$ cat src/rtl/pic_pkg.sv
// Shared constants and helpers for the PIC request-register blocks.
package pic_pkg;

  localparam int PIC_N_IRQ       = 8;
  localparam int PIC_SYNC_STAGES = 2;

  // Values carried on the ltim pin.
  localparam logic LTIM_EDGE  = 1'b0;
  localparam logic LTIM_LEVEL = 1'b1;

  // Width of a channel index. Never below one bit, so a 2-channel block
  // still has a usable index port.
  function automatic int idx_width(input int n);
    return (n <= 2) ? 1 : $clog2(n);
  endfunction

endpackage

$ cat src/rtl/irr_prio_resolver.sv
// Rotating-priority resolver: rotate irr so prio_base lands at slot 0, pick
// the lowest set slot, then map that slot back to a channel index.
module irr_prio_resolver import pic_pkg::*; #(
  parameter int  N_IRQ = PIC_N_IRQ,
  localparam int IDW   = idx_width(N_IRQ)
) (
  input  logic [N_IRQ-1:0] irr,
  input  logic [IDW-1:0]   prio_base,
  output logic [IDW-1:0]   win_id,
  output logic             any
);

  int               base;
  int               first;
  int               wid;
  logic [N_IRQ-1:0] rot;

  // Fold a base that points past the last channel back into range; the index
  // port can encode values up to 2*N_IRQ-1 at most, so one subtract suffices.
  always_comb begin
    base = int'(prio_base);
    if (base >= N_IRQ) base = base - N_IRQ;
  end

  // Rotate: slot k holds channel (base + k) mod N_IRQ.
  always_comb begin
    int idx;
    rot = '0;
    idx = 0;
    for (int k = 0; k < N_IRQ; k++) begin
      idx = base + k;
      if (idx >= N_IRQ) idx = idx - N_IRQ;
      rot[k] = irr[idx];
    end
  end

  // Find-first from slot 0 upward; scanning downward lets the lowest slot win.
  always_comb begin
    first = 0;
    for (int k = N_IRQ - 1; k >= 0; k--) begin
      if (rot[k]) first = k;
    end
  end

  // Unrotate the winning slot back to a channel number.
  always_comb begin
    wid = base + first;
    if (wid >= N_IRQ) wid = wid - N_IRQ;
    win_id = IDW'(wid);
    any    = |irr;
  end

endmodule

$ cat src/rtl/irr_param.sv
// Interrupt request register: synchronises the request lines, latches them in
// edge or level mode, clears on acknowledge and registers the resolved winner.
module irr_param import pic_pkg::*; #(
  parameter int  N_IRQ       = PIC_N_IRQ,
  parameter int  SYNC_STAGES = PIC_SYNC_STAGES,
  localparam int IDW         = idx_width(N_IRQ)
) (
  input  logic             clk,
  input  logic             rst,
  input  logic             ltim,
  input  logic [N_IRQ-1:0] mask,
  input  logic [N_IRQ-1:0] irq_in,
  input  logic             ack,
  input  logic [IDW-1:0]   ack_id,
  input  logic [IDW-1:0]   prio_base,
  output logic [N_IRQ-1:0] irr,
  output logic             int_req,
  output logic [IDW-1:0]   int_id
);

  // Stage 0 takes irq_in; stage SYNC_STAGES-1 is the synchronised value.
  logic [SYNC_STAGES-1:0][N_IRQ-1:0] sync_q, sync_d;
  logic [N_IRQ-1:0]                  p_q, p_d;
  logic [N_IRQ-1:0]                  irr_q, irr_d;
  logic                              ltim_q, ltim_d;
  logic                              int_req_q, int_req_d;
  logic [IDW-1:0]                    int_id_q, int_id_d;

  logic [N_IRQ-1:0] s;
  logic [N_IRQ-1:0] rise;
  logic [N_IRQ-1:0] edge_nxt;
  logic             ltim_chg;
  logic [IDW-1:0]   win_id;
  logic             win_any;

  assign s        = sync_q[SYNC_STAGES-1];
  assign rise     = s & ~p_q;
  assign ltim_chg = ltim ^ ltim_q;

  // Shift the synchroniser; the previous-sample flop always tracks s, which
  // also makes lines that are already high at a mode switch look edge-free.
  always_comb begin
    sync_d = {sync_q[SYNC_STAGES-2:0], irq_in};
    p_d    = s;
    ltim_d = ltim;
  end

  // Edge-mode next state per channel: mask beats a new edge, a new edge beats
  // an acknowledge of the same channel. Out-of-range ack_id matches nothing.
  always_comb begin
    edge_nxt = irr_q;
    for (int i = 0; i < N_IRQ; i++) begin
      if (mask[i])                           edge_nxt[i] = 1'b0;
      else if (rise[i])                      edge_nxt[i] = 1'b1;
      else if (ack && (ack_id == IDW'(i)))   edge_nxt[i] = 1'b0;
    end
  end

  // Request register: a mode change flushes everything for one cycle, then
  // the registered mode selects level tracking or edge latching.
  always_comb begin
    irr_d = irr_q;
    if (ltim_chg)                  irr_d = '0;
    else if (ltim_q == LTIM_LEVEL) irr_d = s & ~mask;
    else                           irr_d = edge_nxt;
  end

  irr_prio_resolver #(.N_IRQ(N_IRQ)) u_res (
    .irr       (irr_q),
    .prio_base (prio_base),
    .win_id    (win_id),
    .any       (win_any)
  );

  // Registered interrupt outputs; int_id keeps its last winner when idle.
  always_comb begin
    int_req_d = win_any;
    int_id_d  = win_any ? win_id : int_id_q;
  end

  // State registers with synchronous reset.
  always_ff @(posedge clk) begin
    if (rst) begin
      sync_q    <= '0;
      p_q       <= '0;
      ltim_q    <= LTIM_EDGE;
      irr_q     <= '0;
      int_req_q <= 1'b0;
      int_id_q  <= '0;
    end else begin
      sync_q    <= sync_d;
      p_q       <= p_d;
      ltim_q    <= ltim_d;
      irr_q     <= irr_d;
      int_req_q <= int_req_d;
      int_id_q  <= int_id_d;
    end
  end

  assign irr     = irr_q;
  assign int_req = int_req_q;
  assign int_id  = int_id_q;

endmodule
$ cat config.mk
export PLATFORM = sky130hd
export DESIGN_NAME = irr_param
export DESIGN_NICKNAME = d
export VERILOG_FILES = /design/src/rtl/pic_pkg.sv /design/src/rtl/irr_prio_resolver.sv /design/src/rtl/irr_param.sv
export SDC_FILE = /design/constraint.sdc
export NUM_CORES = 1
export LEC_CHECK = 0
export CAP_MARGIN = 20
export CORE_ASPECT_RATIO = 1.5
export CORE_MARGIN = 2
export CORE_UTILIZATION = 33
export CTS_CLUSTER_DIAMETER = 30
export DETAILED_ROUTE_END_ITERATION = 10
export GPL_TIMING_DRIVEN = 1
export RECOVER_POWER = 100
export SYNTH_ARGS = -nofsm -noshare
export SYNTH_HDL_FRONTEND = slang
export SYNTH_SLANG_ARGS = --single-unit
$ cat constraint.sdc
create_clock -name clk -period 4.6 [get_ports clk]
set_input_delay 0.92 -clock clk [delete_from_list [all_inputs] [get_ports clk]]
set_output_delay 0.92 -clock clk [all_outputs]
set_load 0.01 [all_outputs]
Word level (Yosys, flattened, before mapping)
Cells that the tools add are included.
Widths: inputs -> output; s select.
{"block": "word_totals", "ff_bits": 37, "input_bits": 26, "output_inout_bits": 12, "word_cells": 145}
{"block": "op_classes", "n_addsub": 17, "magnitude_cmp": 17, "n_eq_ne": 7, "mux": 66, "bitwise": 5, "reduce_logical": 19}
{"operator": "$lt 32x5->1 const B", "count": 8}
{"operator": "$mux 32", "count": 8}
{"operator": "$ge 32x5->1 const B", "count": 7}
{"operator": "$sub 32x5->32 const B", "count": 7}
{"operator": "$mux 1", "count": 40}
{"operator": "$reduce_bool 4->1", "count": 8}
{"operator": "$mux 3", "count": 9}
{"operator": "$bmux 1 s3", "count": 8}
{"operator": "$add 3x3->4 const B", "count": 4}
{"operator": "$and 8x8->8", "count": 2}
{"operator": "$not 8->8", "count": 2}
{"operator": "$eq 3x3->1 const B", "count": 4}
{"operator": "$add 3x2->4 const B", "count": 2}
{"operator": "$logic_and 1x1->1", "count": 8}
{"operator": "$mux 8", "count": 1}
{"operator": "$reduce_or 8->1", "count": 1}
{"operator": "$eq 3x2->1 const B", "count": 2}
{"operator": "$sub 3x4->5 const B", "count": 1}
{"operator": "$add 3x1->4 const B", "count": 1}
{"operator": "$add 3x3->4", "count": 1}
{"operator": "$ge 3x4->1 const B", "count": 1}
{"operator": "$ge 4x4->1 const B", "count": 1}
{"operator": "$eq 3x1->1 const B", "count": 1}
{"operator": "$logic_not 3->1", "count": 1}
{"operator": "other kinds (3)", "count": 3}

Longest topological paths before layout
Gate-level depths: netlist of the first run.
{"block": "depth", "depth_word": 17, "ltp_mapped": 16, "ltp_nobuf": 14}

Hierarchy
From an unflattened synthesis of the first run, not the netlist that was laid out.
{"block": "unflattened", "cells_unflattened": 177, "hier_area_um2": 1865.5}
{"module": "irr_param", "instances": 1, "cells_each": 111, "area_per_inst_um2": 1242.4, "seq_area_each_um2": 740.7}
{"module": "irr_prio_resolver", "instances": 1, "cells_each": 66, "area_per_inst_um2": 623.1, "seq_area_each_um2": 0.0}

Worst setup path after synthesis of the first run
OpenSTA, ideal clock, no wires.
{"block": "synth_path", "path_kind": "input to register", "start": "input prio_base[0]", "end": "register int_id_q[2], in the netlist int_id[2]", "setup_ns": 0.103, "arrival_time_ns": 3.863, "required_time_ns": 4.497, "setup_slack_ns": 0.633, "path_stages": 13, "path_buffers": 2, "cell_sequence": "buf_2 inv_1 ha_1 buf_6 mux2_1 mux4_2 or2_4 o22ai_1 a21oi_1 fa_1 xnor2_1 a21oi_1 a2111oi_2"}
{"block": "synth_between", "elab_chain_cells": 17, "word_cells_on_any_way": 67, "cone_classes": "add/sub: 17; order compare: 9; mux: 41"}
{"item": "from (decl)", "line_no": "irr_param.sv:15", "rtl": "input logic [IDW-1:0] prio_base,"}
{"item": "$add 3x3->4", "line_no": "irr_prio_resolver.sv:31", "rtl": "idx = base + k;"}
{"item": "$sub 32x5->32 / $ge 32x5->1 (equally long branches)", "line_no": "irr_prio_resolver.sv:32", "rtl": "if (idx >= N_IRQ) idx = idx - N_IRQ;"}
{"item": "$mux 32", "line_no": "irr_prio_resolver.sv:32"}
{"item": "$bmux 1 s3", "line_no": "irr_prio_resolver.sv:33", "rtl": "rot[k] = irr[idx];"}
{"item": "$mux 1 (implied by the code) (2 in series)", "line_no": "irr_prio_resolver.sv:33"}
{"item": "$mux 3 (8 in series)", "line_no": "irr_prio_resolver.sv:41", "rtl": "if (rot[k]) first = k;"}
{"item": "$add 3x3->4 (*)", "line_no": "irr_prio_resolver.sv:47", "rtl": "wid = base + first;"}
{"item": "$ge 4x4->1 / $sub 3x1->3 (equally long branches)", "line_no": "irr_prio_resolver.sv:48", "rtl": "if (wid >= N_IRQ) wid = wid - N_IRQ;"}
{"item": "$mux 3 (*)", "line_no": "irr_prio_resolver.sv:48"}
{"item": "to (signal assigned)", "line_no": "irr_param.sv:96", "rtl": "int_id_q <= int_id_d;"}
{"item": "to (decl)", "line_no": "irr_param.sv:27", "rtl": "logic [IDW-1:0] int_id_q, int_id_d;"}
Mark *: on every way between the ends. The rest lies on a longest branch, timed or not. The select of a mux whose other input is x is not followed.
A chain may end at the register's enable or synchronous reset.

Final worst setup path of the first run
{"block": "layout_path", "start": "input prio_base[1]", "end": "register int_id_q[2], in the netlist int_id[2]"}
The elaborated chain is that of the path after synthesis.

==> impl_metrics.csv, run 1 <==
group,metric,value,unit
outcome,status,"finished, final reports clean",
placement,placed_cells_incl_taps,272,
worst_setup_path,crit_path_end_kind,"register",
synth,synth_xor_area_share,2.426,%
synth,synth.avg_cell_area,10.62,µm²
timing,fin_crit,4.228,ns
synth,main_combinational_cell_family_by_area_after_synthesis,"multiplexers",
grt,global_route.usage.total,13.00,%
clock_network,tritoncts_num_sinks,37,
pwr,p_leak,0.9240,nW
placement,buffer_ports.inserted,37,
grt,globalRoute.totalOverflow,0,
pwr,ir_drop,0.0002266,V
synth,yosys_register_bits,37,
hold_path,type_of_the_most_critical_hold_path,"register to register",
cells_and_area,fill_cells,535,
synth,synth_top_cell_by_area,"dfxtp_1",
die,dieHeight,94.59,µm
route,initial_detailed_routing_violation_count,30,
synth,ys_seq_area_share,41.03,%
route,num_vias,1404,
die,rows,33,
cells_and_area,seq_area,740.7,µm²
worst_setup_path,critPathMaxFanout,8,
synth,yosys.area_share.simple,19.75,%
synth,synth-async-reset-ratio,0,%
synth,post_synth_fa_ha_maj_area_fraction,3.188,%
route,avgRoutedWirePerCell,12.96,µm
timing,achievable-frequency,236.5,MHz
grt,first_global_vias,1390,
timing,maxSlewViolCount,0,
timing,slew-limit-headroom,56.11,%
clock_network,cts_root_buffer,"clkbuf_8",
die,die_area,6091,µm²
timing,final_hold_viol_count,0,
cells_and_area,final_layout_size_suffix_gt1_share,9.524,%
placement,dp_worst_setup_slack,0.1294,ns
cells_and_area,multiInputGateArea,1002,µm²
grt,grt_max_degree,17,
placement,hpwl_after_detailed_placement,2.842,mm
synth,fraction_of_the_mapped_netlist_area_in_compound_gates,10.05,%
run,cap_viol_max_count,0,
timing,timing.final.ws_setup,0.3723,ns
pwr,cellPowerDensity,275.2,nW/µm²
synth,synthesis.area,1805,µm²
worst_setup_path,worst_ep_arrival_time,4.39,ns
worst_setup_path,worst-setup-path-type,"primary input to register",
die,core_area,5368,µm²
route,detail_route.first_pass.iterations,4,
cells_and_area,final_cells,280,
synth,yosys_warns,0,
synth,yosys.area.top_type_share,41.03,%
clock_network,cts-hold-fix-buffers,0,
die,die_w,64.40,µm
cells_and_area,final_net_count,239,
clock_network,tritoncts,"yes",
timing,final.setup.tns,0,ns
clock_network,clk_pin_slew,0.07,ns
route,drc_errors,0,
synth,postSynth.topFlopCell,"dfxtp_1",
route,ant_nets,0,
timing,whs,0.4341,ns
clock_network,cts-htree-levels,2,
worst_setup_path,data_required_critical_path,4.77,ns
grt,initial_antenna_violation_count,0,
synth,synth-edff-count,0,
clock_network,post_cts_resize_count,0,
synth,gate_count_after_technology_mapping,170,
timing,tightest_slew,0.6584,ns
timing,unrepaired_setup_endpoints_after_global_routing,"false",
cells_and_area,diodes,0,
synth,muxShareOfSynthArea,20.37,%
synth,post_synth_main_area_contributors,"dfxtp_1, nor2b_1, mux4_1",
synth,synth_nets,200,
clock_network,cts_setup_buffers,0,
timing,setup-violations-final,0,
die,initial_cell_density_of_the_core,33.64,%
clock_network,clockBufferDepth,2,
timing,clock_skew,0.005867,ns
worst_setup_path,critical_path.startpoint_type,"primary input",
die,top_level_ports,38,
route,detail_route.wirelength,3.630,mm
cells_and_area,syn2layout_area_growth,28.55,%
clock_network,number_of_clock_buffers_inserted_by_tritoncts,5,
clock_network,clock_latency_reported_for_the_late_side_of_the_worst_skew_pair,0.27,ns
synth,synth_cell_type_count,38,
placement,finalWeightedCongestion,0.8171,
timing,timing.final.crit_share,91.91,%
route,viasPerCell,5.014,
grt,grt_pass1_wl,6.168,mm
==> path summary, 6_finish.rpt <==
path | startpoint | endpoint | slack (ns) | cells after the start
setup reg to reg | irr[5] | int_id[2] | 1.46 | 12
hold / removal | sync_d[13] | p_d[5] | 0.43 | 1
setup / recovery | prio_base[1] | int_id[2] | 0.37 | 12
hold reg to reg | sync_d[13] | p_d[5] | 0.43 | 1
==> power breakdown <==
part           internal [mW]  switching (mW)  leakage [nW]
sequential             0.333         0.00541         0.303
clock                  0.105           0.102        0.0450
combinational         0.0524          0.0417         0.576
==> synthesized netlist by cell type, types with 2 or more instances <==
library cell	count
nor3_1	9
mux4_1	5
nor2b_1	29
mux2i_1	3
buf_1	2
nand3_1	4
ha_1	3
nor2_1	8
nor4_1	2
a21oi_1	4
xnor2_1	2
clkbuf_1	4
nand2_1	9
mux2_1	3
a211oi_1	2
xor2_1	3
nand2b_1	2
a21boi_0	3
a31oi_1	3
a32oi_1	5
mux4_2	5
inv_1	5
dfxtp_1	37
mux2_2	4
==> registers in the layout, summed over array words and instances (netlist names) <==
register	flops
p_q	8
sync_d	8
irr	8
int_id	3
int_req	1
p_d	8
ltim_q	1
==> per-layer routing <==
metal	wire length, µm	up-vias	part of all wire (%)	GRT usage [%]
met1	1488	665	41	14.85
met4	81	0	2.2	6.028
li1	-	697	-	-
met3	152	6	4.2	2.503
met2	1908	36	53	23.18
met5	0	-	0	0
==> layout make-up <==
| class | count | share of cell area (%) |
|---|---|---|
| flip-flops and latches | 37 | 31.91 |
| inverters | 5 | 0.8086 |
| well taps | 70 | 3.774 |
| multi-input cells | 120 | 43.18 |
| repair buffers | 40 | 16.77 |
| clock buffers | 6 | 3.127 |
| clock inverters | 2 | 0.4313 |
==> cells by family (layout without fill, tap and decap cells) <==
group	count (synthesis)	count (layout)
buffers and inverters	13	53
xor gates and xnor gates	5	5
AOI/OAI and AO/OA	24	24
and+or+nand+nor	66	66
adders and majority gates	4	4
DFF	37	37
muxes	21	21
==> worst max-delay path, stage by stage <==
cell and delay (ns):
clkdlybuf4s50_1 0.49, inv_1 0.09, ha_1 0.48, mux2_1 0.38
mux4_2 0.45, or2_4 0.25, nor3_1 0.20, a21oi_1 0.09
fa_1 0.42, xnor2_1 0.19, a21oi_1 0.06, a2111oi_1 0.38
==> stage by stage <==
step | utilization (%) | instance area (µm²) | total power, mW
after floorplan | - | 1805 | 0.4014
after global placement | 41.86 | 2247 | 0.4428
after CTS | 43.40 | 2330 | 0.6502
after global routing | 43.24 | 2321 | 0.6727
after detailed placement | 41.86 | 2247 | 0.4436
final | 43.24 | 2321 | 0.6386
==> cells in the final DEF, fill, tap and decap left out, drive strengths merged, types with 2 or more instances in the layout <==
master,count
a32oi,5
nand3,4
nor3,9
a21boi,3
xor2,3
clkinv,2
nor2,8
nor4,2
a31oi,3
xnor2,2
mux2i,3
mux4,10
nand2b,2
inv,5
mux2,8
a21oi,4
a211oi,2
clkdlybuf4s50,24
dlygate4sd3,13
nor2b,29
buf,2
clkbuf,7
ha,3
nand2,9
dfxtp,37
Power figures use the tool's default switching activity.
==> run 2: changes to the inputs <==
==> constraint.sdc (replaced) <==
create_clock -name clk -period 5.4 [get_ports clk]
set_input_delay 1.08 -clock clk [delete_from_list [all_inputs] [get_ports clk]]
set_output_delay 1.08 -clock clk [all_outputs]
set_load 0.01 [all_outputs]
==> run 2 against run 1 <==
Compared with the run above: design area decreased by 0.49%; setup slack improved by 0.35 ns; largest power group unchanged; die area unchanged; sequential power decreased by 15%; largest cell class unchanged; final cell count decreased by 0.36%; sequential share of layout area increased by 0.16 points; clock skew decreased by 0.0013 ns; register-to-register slack improved by 0.89 ns; combinational power decreased by 16%; critical path depth unchanged; via count unchanged; routed wire length increased by 4.2%.
==> impl_metrics.csv, run 2 (synthesized netlist as in run 1, its figures left out) <==
group,metric,value,unit
outcome,status,"finished, final reports clean",
placement,buffer_ports.inserted,37,
pwr,seqPwrFrac,52.5,%
worst_setup_path,rr_worst_depth,12,
worst_setup_path,worst_ep_arrival_time,4.85,ns
clock_network,post_cts_resize_count,0,
pwr,p_sw,0.1295,mW
worst_setup_path,critical_path.startpoint_type,"primary input",
pwr,combinationalPowerShare,14.5,%
grt,grt_max_degree,31,
timing,clock_skew,0.004595,ns
grt,gr-usage-met1,15.15,%
cells_and_area,layout.cell_area.non_filler,2310,µm²
placement,finalWeightedCongestion,0.7703,
clock_network,tritoncts,"yes",
grt,first_global_vias,1337,
clock_network,tritoncts_num_sinks,37,
timing,maxSlewViolCount,0,
timing,unrepaired_setup_endpoints_after_global_routing,"false",
cells_and_area,final_layout_size_suffix_gt1_share,8.134,%
clock_network,clockBufferDepth,2,
grt,global_route.usage.total,13.75,%
route,avgRoutedWirePerCell,13.55,µm
route,detail_route.wirelength,3.781,mm
timing,achievable-frequency,213.6,MHz
grt,globalRouteMet2Util,24.22,%
route,viasPerCell,5.032,
pwr,cellInternalPower,0.4190,mW
route,drc_errors,0,
run,cap_viol_max_count,0,
timing,setup-violations-final,0,
pwr,cellPowerDensity,237.5,nW/µm²
route,detail_route.first_pass.iterations,4,
hold_path,hold_path_depth,1,
cells_and_area,final_common_cell,"dfxtp_1",
timing,slew-limit-headroom,56.25,%
cells_and_area,diodes,0,
worst_setup_path,timing.rr.start,"irr[5]",
grt,globalRoute.totalOverflow,0,
hold_path,type_of_the_most_critical_hold_path,"register to register",
placement,hpwl_after_detailed_placement,2.819,mm
worst_setup_path,critPathMaxFanout,8,
pwr,share_of_total_power_consumed_by_net_switching,23.61,%
route,ant_nets,0,
timing,timing.final.crit_share,86.69,%
die,core_area,5368,µm²
clock_network,cts-htree-levels,2,
grt,globalRouteMet3Util,2.741,%
die,initial_cell_density_of_the_core,33.64,%
pwr,p_clk_share,33.0,%
hold_path,min-delay-start,"sync_d[12]",
cells_and_area,final_net_count,238,
timing,tightest_slew,0.6562,ns
worst_setup_path,crit_path_end_kind,"register",
grt,initial_antenna_violation_count,0,
clock_network,cts_root_buffer,"clkbuf_8",
hold_path,timing.hold.worst_endpoint,"p_d[4]",
die,die_area,6091,µm²
die,die_w,64.40,µm
die,top_level_ports,38,
die,dieHeight,94.59,µm
grt,grt_pass1_wl,6.348,mm
route,num_vias,1404,
cells_and_area,final_cell_mix,"dfxtp_1, nor2b_1, clkdlybuf4s50_1",
worst_setup_path,worst-setup-path-type,"primary input to register",
clock_network,cts_setup_buffers,0,
clock_network,clk_pin_slew,0.07,ns
route,initial_detailed_routing_violation_count,52,
timing,fin_crit,4.681,ns
placement,placed_area,2232,µm²
worst_setup_path,reg2reg_slack,2.35,ns
die,rows,33,
pwr,ir_drop,0.0002295,V
grt,grt_busiest_layer,"met2",
clock_network,cts-hold-fix-buffers,0,
timing,final.setup.tns,0,ns
worst_setup_path,data_required_critical_path,5.57,ns
clock_network,clock_latency_reported_for_the_late_side_of_the_worst_skew_pair,0.28,ns
timing,final_hold_viol_count,0,
pwr,p_leak,0.9140,nW
cells_and_area,syn2layout_area_growth,27.93,%
worst_setup_path,critical_path.reg2reg.endpoint,"int_id[2]",
cells_and_area,layout.core_utilization,43.03,%
clock_network,number_of_clock_buffers_inserted_by_tritoncts,5,
[run 2: layout make-up]
cell class / count / area [µm²]
flip-flops and latches: 37 / 740.7
inverters: 5 / 18.77
fillers: 551 / 3058
well taps: 70 / 87.58
clock buffers: 8 / 80.08
repair buffers: 39 / 381.6
multi-input cells: 120 / 1001
[run 2: metal layers]
metal / wire length, µm / up-vias
met1: 1583 / 658
met4: 135 / 0
met3: 177 / 10
li1: - / 693
met5: 0 / -
met2: 1884 / 43
[run 2: worst max path at each step]
stage	from	to	slack, ns	cells past startpoint
after global routing	prio_base[1]	int_id[2]	0.48	15
after global placement	prio_base[1]	int_id[2]	0.59	12
after CTS	prio_base[1]	int_id[2]	0.81	12
final	prio_base[1]	int_id[2]	0.72	12
after floorplan	prio_base[0]	int_id[2]	1.27	13
after detailed placement	prio_base[1]	int_id[2]	0.52	12
[run 2: metrics by stage]
stage	total power, mW	worst slack, ns	hold slack, ns	cells
2_1_floorplan	0.3420	1.273	0.4138	170
3_3_place_gp	0.3759	0.5890	0.4152	270
3_5_place_dp	0.3769	0.5191	0.4253	270
4_1_cts	0.5585	0.8130	0.4413	278
5_1_grt	0.5753	0.4808	0.4613	279
6_report	0.5485	0.7189	0.4366	279
[run 2: worst max-delay path: stages]
cell,delay (ns)
dlygate4sd3_1,0.71
inv_1,0.14
ha_1,0.49
mux2_1,0.37
mux4_2,0.45
or2_4,0.26
o22ai_1,0.18
a21oi_1,0.11
fa_1,0.41
xnor2_1,0.20
a21oi_1,0.07
a2111oi_0,0.38
[run 2: power groups by stage]
stage	clock network, mW	logic (mW)	registers [mW]
finish	0.181	0.0793	0.288
global route	0.198	0.0881	0.289
CTS	0.187	0.0828	0.288
detailed placement	0	0.0823	0.295
global placement	0	0.0814	0.295
floorplan	0	0.0472	0.295
==> run 3: changes to the inputs <==
--- a/config.mk
+++ b/config.mk
@@ -13,6 +13,7 @@
 export DETAILED_ROUTE_END_ITERATION = 10
 export GPL_TIMING_DRIVEN = 1
 export RECOVER_POWER = 100
+export SLEW_MARGIN = 20
 export SYNTH_ARGS = -nofsm -noshare
 export SYNTH_HDL_FRONTEND = slang
 export SYNTH_SLANG_ARGS = --single-unit
==> run 3 against run 2 <==
Compared with the run above: die area did not move; clock skew barely moved; non-clock buffer count fell by 1; clock-buffer cell count did not move; sequential power barely moved; core utilization fell by 0.19 points; design area fell by 0.43%; setup slack got worse by 0.013 ns; first-iteration DRC count rose by 12%; critical endpoint unchanged; highest routed layer unchanged.
==> impl_metrics.csv, run 3 (synthesized netlist as in run 1, its figures left out) <==
group,metric,value,unit
worst_setup_path,timing.critical_path.max_delay_family,"adder cells",
route,ant_nets,0,
placement,buffer_ports.inserted,37,
grt,grt_pass1_wl,6.348,mm
timing,unrepaired_setup_endpoints_after_global_routing,"false",
placement,hpwl_after_detailed_placement,2.819,mm
cells_and_area,multiInputGateArea,1001,µm²
route,viasPerCell,5.025,
route,detail_route.wirelength,3.749,mm
placement,finalWeightedCongestion,0.7703,
cells_and_area,final_common_cell,"dfxtp_1",
die,die_area,6091,µm²
clock_network,clock_latency_reported_for_the_late_side_of_the_worst_skew_pair,0.28,ns
timing,timing.final.crit_share,86.92,%
clock_network,clockBufferDepth,2,
route,avgRoutedWirePerCell,13.49,µm
timing,clock_skew,0.004705,ns
timing,setup-violations-final,0,
worst_setup_path,data_required_critical_path,5.56,ns
grt,initial_antenna_violation_count,0,
cells_and_area,syn2layout_area_growth,27.37,%
timing,tightest_slew,1.244,ns
pwr,ir_drop,0.0002298,V
clock_network,clk_pin_slew,0.07,ns
grt,global_route.usage.total,13.75,%
worst_setup_path,critPathMostFrequentCell,"a21oi_1",
cells_and_area,seq_area,740.7,µm²
timing,final_hold_viol_count,0,
route,detail_route.first_pass.iterations,4,
die,initial_cell_density_of_the_core,33.64,%
die,top_level_ports,38,
cells_and_area,final_layout_size_suffix_gt1_share,8.173,%
grt,grt_max_degree,31,
clock_network,cts_setup_buffers,0,
worst_setup_path,worst-path-buf-inv,2,
worst_setup_path,critical_path.startpoint_type,"primary input",
route,drc_errors,0,
worst_setup_path,worst-setup-path-type,"primary input to register",
placement,placed_area,2232,µm²
die,rows,33,
worst_setup_path,critPathSlowestCell,"dlygate4sd3_1",
clock_network,tritoncts_num_sinks,37,
grt,first_global_vias,1337,
timing,maxSlewViolCount,0,
worst_setup_path,critical_path.cell_chain,"dlygate4sd3_1 -> inv_1 -> ha_1 -> mux2_1 -> mux4_2 -> or2_4 -> o22ai_1 -> a21oi_1 -> fa_1 -> xnor2_1 -> a21oi_1 -> a2111oi_0",
cells_and_area,final_net_count,237,
hold_path,type_of_the_most_critical_hold_path,"register to register",
cells_and_area,layout.cell_area.non_filler,2300,µm²
die,dieHeight,94.59,µm
worst_setup_path,critPathMaxFanout,8,
cells_and_area,diodes,0,
pwr,post-layout-total-power,0.5482,mW
clock_network,number_of_clock_buffers_inserted_by_tritoncts,5,
cells_and_area,layout.core_utilization,42.84,%
route,initial_detailed_routing_violation_count,58,
clock_network,tritoncts,"yes",
cells_and_area,fill_cells,553,
route,num_vias,1397,
worst_setup_path,worst_ep_arrival_time,4.86,ns
clock_network,post_cts_resize_count,0,
clock_network,cts-hold-fix-buffers,0,
die,core_area,5368,µm²
worst_setup_path,slowest_delay,0.71,ns
pwr,p_leak,0.9098,nW
run,cap_viol_max_count,0,
timing,slew-limit-headroom,17.05,%
clock_network,cts_root_buffer,"clkbuf_8",
cells_and_area,final_cell_mix,"dfxtp_1, nor2b_1, clkdlybuf4s50_1",
grt,globalRoute.totalOverflow,0,
outcome,status,"finished, final reports clean",
die,die_w,64.40,µm
timing,fin_crit,4.694,ns
worst_setup_path,crit_path_end_kind,"register",
clock_network,cts-htree-levels,2,
timing,final.setup.tns,0,ns
pwr,cellPowerDensity,238.4,nW/µm²
timing,achievable-frequency,213.1,MHz
run 3: cell types whose count changed in the layout (fill, tap and decap cells not counted), sizes merged:
cell,change
dlygate4sd3,-1
run 3: layer usage:
metal,vias up,track usage (%),part of all wire [%]
li1,691,-,-
met4,0,8.156,3.6
met5,-,0,0
met2,48,24.22,50
met3,10,2.741,5.1
met1,648,15.15,42
run 3: layout make-up:
type                            instances  share of cell area [%]
Timing Repair Buffer                   38                   16.16
Multi-Input combinational cell        120                   43.53
Sequential cell                        37                   32.21
Tap cell                               70                   3.808
Inverter                                5                  0.8161
Clock buffer                            8                   3.482
run 3: final timing paths:
path,startpoint,to,slack (ns),cells past startpoint
max,prio_base[1],int_id[2],0.71,12
max reg2reg,irr[5],int_id[2],2.34,12
min reg2reg,sync_d[12],p_d[4],0.44,1
min,sync_d[12],p_d[4],0.44,1
run 3: stage by stage:
step / hold slack (ns) / setup slack (ns) / cells
6_report: 0.4362 / 0.7063 / 278
5_1_grt: 0.4613 / 0.4731 / 278
4_1_cts: 0.4413 / 0.8130 / 278
3_5_place_dp: 0.4253 / 0.5191 / 270
3_3_place_gp: 0.4152 / 0.5890 / 270
2_1_floorplan: 0.4138 / 1.273 / 170
run 3: power by group:
part	switching, mW	internal, mW	total, mW
Clock	0.0897	0.0916	0.181
Combinational	0.0353	0.0435	0.0787
Sequential	0.00467	0.284	0.288
Total	0.130	0.419	0.548
